==> src/rtl/router_pkg.sv <==
// Shared constants, state encoding and Moore output decode for the 1x3 router controller.
package router_pkg;

    localparam int ADDR_W    = 2;
    localparam int NUM_PORTS = 3;

    localparam logic [ADDR_W-1:0] INVALID_ADDR = 2'b11;

    typedef logic [2:0] state_t;

    localparam state_t DECODE_ADDRESS     = 3'd0;
    localparam state_t LOAD_FIRST_DATA    = 3'd1;
    localparam state_t LOAD_DATA          = 3'd2;
    localparam state_t LOAD_PARITY        = 3'd3;
    localparam state_t FIFO_FULL_STATE    = 3'd4;
    localparam state_t LOAD_AFTER_FULL    = 3'd5;
    localparam state_t WAIT_TILL_EMPTY    = 3'd6;
    localparam state_t CHECK_PARITY_ERROR = 3'd7;

    typedef struct packed {
        logic detect_add;
        logic lfd_state;
        logic ld_state;
        logic laf_state;
        logic full_state;
        logic write_enb_reg;
        logic rst_int_reg;
        logic busy;
    } ctrl_t;

    localparam ctrl_t CTRL_RESET = 8'b1000_0000;

    function automatic ctrl_t decode_ctrl(input state_t st);
        ctrl_t c;
        c = 8'b0000_0000;
        case (st)
            DECODE_ADDRESS:     c.detect_add = 1'b1;
            LOAD_FIRST_DATA:    begin c.lfd_state = 1'b1; c.busy = 1'b1; end
            LOAD_DATA:          begin c.ld_state = 1'b1; c.write_enb_reg = 1'b1; end
            LOAD_PARITY:        begin c.write_enb_reg = 1'b1; c.busy = 1'b1; end
            FIFO_FULL_STATE:    begin c.full_state = 1'b1; c.busy = 1'b1; end
            LOAD_AFTER_FULL:    begin c.laf_state = 1'b1; c.write_enb_reg = 1'b1; c.busy = 1'b1; end
            WAIT_TILL_EMPTY:    c.busy = 1'b1;
            CHECK_PARITY_ERROR: begin c.rst_int_reg = 1'b1; c.busy = 1'b1; end
            default:            c = CTRL_RESET;
        endcase
        return c;
    endfunction

endpackage

==> src/rtl/router_fsm.sv <==
// Packet-level controller of the 1x3 router: header decode, payload/parity sequencing,
// full-FIFO stalling and soft-reset abort. Outputs are flopped copies of the state decode.
module router_fsm
    import router_pkg::*;
(
    input  logic       clock,
    input  logic       resetn,
    input  logic       pkt_valid,
    input  logic [1:0] data_in,
    input  logic       fifo_full,
    input  logic       fifo_empty_0,
    input  logic       fifo_empty_1,
    input  logic       fifo_empty_2,
    input  logic       soft_reset_0,
    input  logic       soft_reset_1,
    input  logic       soft_reset_2,
    input  logic       parity_done,
    input  logic       low_pkt_valid,
    output logic       detect_add,
    output logic       lfd_state,
    output logic       ld_state,
    output logic       laf_state,
    output logic       full_state,
    output logic       write_enb_reg,
    output logic       rst_int_reg,
    output logic       busy
);

    state_t              state_q, state_d;
    logic [ADDR_W-1:0]   addr_q, addr_d;
    ctrl_t               ctrl_q, ctrl_d;
    logic [NUM_PORTS-1:0] empty_s;
    logic [NUM_PORTS-1:0] srst_s;
    logic                hdr_empty_s;
    logic                sel_empty_s;
    logic                sel_srst_s;
    logic                hdr_valid_s;

    assign empty_s     = {fifo_empty_2, fifo_empty_1, fifo_empty_0};
    assign srst_s      = {soft_reset_2, soft_reset_1, soft_reset_0};
    assign hdr_valid_s = pkt_valid && (data_in != INVALID_ADDR);

    // Select the empty flag of the port named by the incoming header.
    always_comb begin
        hdr_empty_s = 1'b0;
        case (data_in)
            2'd0:    hdr_empty_s = empty_s[0];
            2'd1:    hdr_empty_s = empty_s[1];
            2'd2:    hdr_empty_s = empty_s[2];
            default: hdr_empty_s = 1'b0;
        endcase
    end

    // Select empty and soft-reset flags of the latched destination; invalid address selects nothing.
    always_comb begin
        sel_empty_s = 1'b0;
        sel_srst_s  = 1'b0;
        case (addr_q)
            2'd0:    begin sel_empty_s = empty_s[0]; sel_srst_s = srst_s[0]; end
            2'd1:    begin sel_empty_s = empty_s[1]; sel_srst_s = srst_s[1]; end
            2'd2:    begin sel_empty_s = empty_s[2]; sel_srst_s = srst_s[2]; end
            default: begin sel_empty_s = 1'b0;       sel_srst_s = 1'b0;       end
        endcase
    end

    // Next-state logic; a soft reset of the addressed port overrides every other transition.
    always_comb begin
        state_d = state_q;
        if ((state_q != DECODE_ADDRESS) && sel_srst_s) begin
            state_d = DECODE_ADDRESS;
        end else begin
            case (state_q)
                DECODE_ADDRESS: begin
                    if (hdr_valid_s && hdr_empty_s) state_d = LOAD_FIRST_DATA;
                    else if (hdr_valid_s)           state_d = WAIT_TILL_EMPTY;
                    else                            state_d = DECODE_ADDRESS;
                end
                LOAD_FIRST_DATA: state_d = LOAD_DATA;
                LOAD_DATA: begin
                    if (fifo_full)       state_d = FIFO_FULL_STATE;
                    else if (!pkt_valid) state_d = LOAD_PARITY;
                    else                 state_d = LOAD_DATA;
                end
                FIFO_FULL_STATE: begin
                    if (fifo_full) state_d = FIFO_FULL_STATE;
                    else           state_d = LOAD_AFTER_FULL;
                end
                LOAD_AFTER_FULL: begin
                    if (parity_done)        state_d = DECODE_ADDRESS;
                    else if (low_pkt_valid) state_d = LOAD_PARITY;
                    else                    state_d = LOAD_DATA;
                end
                LOAD_PARITY: state_d = CHECK_PARITY_ERROR;
                CHECK_PARITY_ERROR: begin
                    if (fifo_full) state_d = FIFO_FULL_STATE;
                    else           state_d = DECODE_ADDRESS;
                end
                WAIT_TILL_EMPTY: begin
                    if (sel_empty_s) state_d = LOAD_FIRST_DATA;
                    else             state_d = WAIT_TILL_EMPTY;
                end
                default: state_d = DECODE_ADDRESS;
            endcase
        end
    end

    // Address latch follows the source bus while a header is offered in decode.
    always_comb begin
        if ((state_q == DECODE_ADDRESS) && pkt_valid) addr_d = data_in;
        else                                           addr_d = addr_q;
    end

    // Decoding from state_d lets the output flops track the state register cycle for cycle.
    always_comb begin
        ctrl_d = decode_ctrl(state_d);
    end

    // State, address and output registers.
    always_ff @(posedge clock or negedge resetn) begin
        if (!resetn) begin
            state_q <= DECODE_ADDRESS;
            addr_q  <= 2'b00;
            ctrl_q  <= CTRL_RESET;
        end else begin
            state_q <= state_d;
            addr_q  <= addr_d;
            ctrl_q  <= ctrl_d;
        end
    end

    assign detect_add    = ctrl_q.detect_add;
    assign lfd_state     = ctrl_q.lfd_state;
    assign ld_state      = ctrl_q.ld_state;
    assign laf_state     = ctrl_q.laf_state;
    assign full_state    = ctrl_q.full_state;
    assign write_enb_reg = ctrl_q.write_enb_reg;
    assign rst_int_reg   = ctrl_q.rst_int_reg;
    assign busy          = ctrl_q.busy;

endmodule

==> config.mk <==
export PLATFORM = sky130hd
export DESIGN_NAME = router_fsm
export DESIGN_NICKNAME = d
export VERILOG_FILES = /design/src/rtl/router_pkg.sv /design/src/rtl/router_fsm.sv
export SDC_FILE = /design/constraint.sdc
export NUM_CORES = 1
export LEC_CHECK = 0
export CORE_MARGIN = 2
export CORE_UTILIZATION = 30
export DETAILED_ROUTE_END_ITERATION = 8
export HOLD_SLACK_MARGIN = 0.08
export SYNTH_ARGS = -nofsm -noshare
export SYNTH_HDL_FRONTEND = slang
export SYNTH_SLANG_ARGS = --single-unit
==> constraint.sdc <==
create_clock -name clock -period 1.56 [get_ports clock]
set_input_delay 0.234 -clock clock [delete_from_list [all_inputs] [get_ports clock]]
set_output_delay 0.234 -clock clock [all_outputs]
set_load 0.01 [all_outputs]
==> impl_metrics.csv <==
group,metric,value,unit
status,status,"finished with violations",
status,failed_checks,"setup timing",
floorplan,std_cell_rows,18,
cts,insertion_delay,280,ps
final_layout,register_area,329.1,µm²
cts,clock-sinks,13,
global_route,gr-usage-met1,16.78,%
final_layout,antenna_cells,0,
synth,ys_types,33,
synth,ys_top_cells_by_area,"dfrtp_1 (39%), mux2i_1 (6.5%), buf_6 (4.4%)",
final_layout,layout.cells.non_filler,139,
cts,cts_buffer_depth,2,
timing,drv_slew,0,
cts,cts_inserted_buffers,3,
final_layout,area_delta_synth_final,50.73,%
final_layout,layout-drive-gt1-share,34.86,%
power,peakVddDrop,1127,µV
floorplan,die_area,2986,µm²
setup_path,cp-start-kind,"flop",
global_route,grt_use_total,12.93,%
timing,setup_violations,4,
route,firstDrtPassIters,4,
setup_path,critPathCapture,"write_enb_reg",
synth,ys_seq_area_share,42.44,%
synth,synth_edf_count,0,
global_route,antenna_found_initial,0,
placement,post-dp-hpwl,1251,µm
setup_path,startpoint,"addr_q[1]",
route,wire_per_inst,12.27,µm
final_layout,multi_input_area,425.4,µm²
global_route,grt_util_met3,1.366,%
setup_path,worstSetupPathType,"reg -> reg",
global_route,grt_max_degree,14,
min_path,hp-class,"in -> async",
floorplan,pin_count,22,
final_layout,layout_commonest_cell,"clkdlybuf4s50_1",
synth,synth_area,769.5,µm²
global_route,grt_pass1_vias,639,
final_layout,nets,124,
timing,tightest_slew,405.1,ps
setup_path,worst_ep_required_time,1740,ps
route,via_count,674,
timing,rsz0062_at_grt,"yes",
timing,max_slew_margin,72.91,%
route,drc,0,
synth,synth_top_flop_cell,"dfrtp_1",
synth,synth_top_area_share,39.02,%
final_layout,regMostFlops,"state_q",
setup_path,timing.rr.end,"write_enb_reg",
global_route,overflow,0,
setup_path,reg2reg_setup_slack,-40,ps
setup_path,cp.arrival,1780,ps
setup_path,worst-path-max-fanout,6,
placement,portBuffers,21,
placement,place_inst,133,
run,cap_violations,0,
timing,fin_crit_sh,102.8,%
synth,yosys.area.top_type,"dfrtp_1",
synth,ys_ff_latch,13,
timing,fin_crit,1603,ps
final_layout,post-route-util,47.25,%
route,antenna_left,0,
cts,postCtsHoldBufs,0,
synth,syn_inst,72,
route,first_iter_violations,9,
placement,place_congestion,0.7578,
final_layout,reg_top3,"state_q: 3 flops, addr_q: 2 flops",
setup_path,end_kind,"flop",
floorplan,core_area,2455,µm²
final_layout,most-common-layout-cells,"clkdlybuf4s50_1 (20), buf_4 (15), dfrtp_1 (10)",
power,power.density,1857,nW/µm²
timing,skew,11.99,ps
cts,cts_tree,"built",
floorplan,die_w,54.65,µm
floorplan,fp.dieH,54.65,µm
placement,pre_cts_slack,-278.2,ps
global_route,top_usage_layer,"met2",
synth,synthArstFlopShare,100.0,%
route,drt-total-wl,1705,µm
global_route,grt_pass1_wl,2746,µm
setup_path,reg2regPathDepth,5,
timing,timing.fmax,623.8,MHz
timing,setup_slack,-43.14,ps
synth,syn_area_per_cell,10.69,µm²
setup_path,timing.rr.start,"addr_q[1]",
final_layout,num-fill-cells,241,
final_layout,largest_reg_flops,3,
synth,syn_nets,86,
synth,ys.warnings.count,0,
timing,hold_violations,0,
power,leakagePower,0.5193,nW
cts,htree_levels,1,
floorplan,initial_core_util,31.35,%
cts,cts-root-buf,"clkbuf_4",
global_route,grt_use_met2,20.63,%
cts,clkTransAtPathRegs,80,ps
route,via_per_inst,4.849,
[repair_timing]
| item | in CTS | in global routing |
|---|---|---|
| gates cloned | 0 | 0 |
| resized for setup | 7 | 2 |
| setup endpoints to repair | 9 | 9 |
| buffers inserted | 2 | 0 |
| pin swaps | 3 | 2 |
[layout make-up]
cell class	instances	area share, %
sequential	13	28.37
clock inverter	1	0.4315
timing repair buffer	36	27.72
clock buffer	3	1.942
tap	30	3.236
inverter	5	1.618
multi-input combinational	51	36.68
[worst max-delay path, cell delays in order (launching register included)]
cell     delay [ps]
dfrtp_1         410
mux2i_2         260
o21ai_0         110
o221a_2         330
or3_1           320
o31ai_1          70
[synthesized netlist by cell type (all sizes together) (2+ instances only)]
cell and count:
mux2 2, o211ai 3, nor2 5, o21ai 5, mux2i 5, nand2 4
inv 5, nand3b 4, nand2b 3, dfrtp 12, or3 2, nor3 2
buf 3, o21a 3
[routing by layer]
metal	share of wire, %	vias to the layer above	routed length (µm)
met1	45	319	774
met4	1.7	0	29
li1	-	334	-
met5	0	-	0
met3	5.3	4	90
met2	48	17	810
[report_power, final]
group / switching (mW) / internal (mW)
clock network: 0.108 / 0.0950
logic: 0.586 / 0.740
registers: 0.131 / 0.493
total: 0.826 / 1.33
[worst min-delay path by stage]
stage / endpoint / cells after the start
final: lfd_state / 2
after global routing: state_q[1] / 2
after detailed placement: full_state / 2
after floorplan: addr_q[0] / 0
after CTS: lfd_state / 2
after global placement: laf_state / 2
[through the flow]
stage | area (µm²) | total power, mW | hold WS [ps] | TNS [ps]
2_1_floorplan | 769.5 | 1.381 | -61.59 | 0
3_3_place_gp | 1081 | 1.821 | 549.6 | -2213
3_5_place_dp | 1081 | 1.834 | 553.1 | -2179
4_1_cts | 1151 | 2.156 | 242.7 | -114.9
5_1_grt | 1160 | 2.305 | 295.3 | -688.3
6_report | 1160 | 2.154 | 242.9 | -84.49
[cell families after synthesis]
group	after synthesis	synth area share, %
buffers and inverters	8	6.829
AND/OR/NAND/NOR	26	21.63
flip-flops	13	42.44
AO/OA/AOI/OAI	18	19.67
multiplexers	7	9.431
Note: power is estimated with default switching activity, not from simulation.
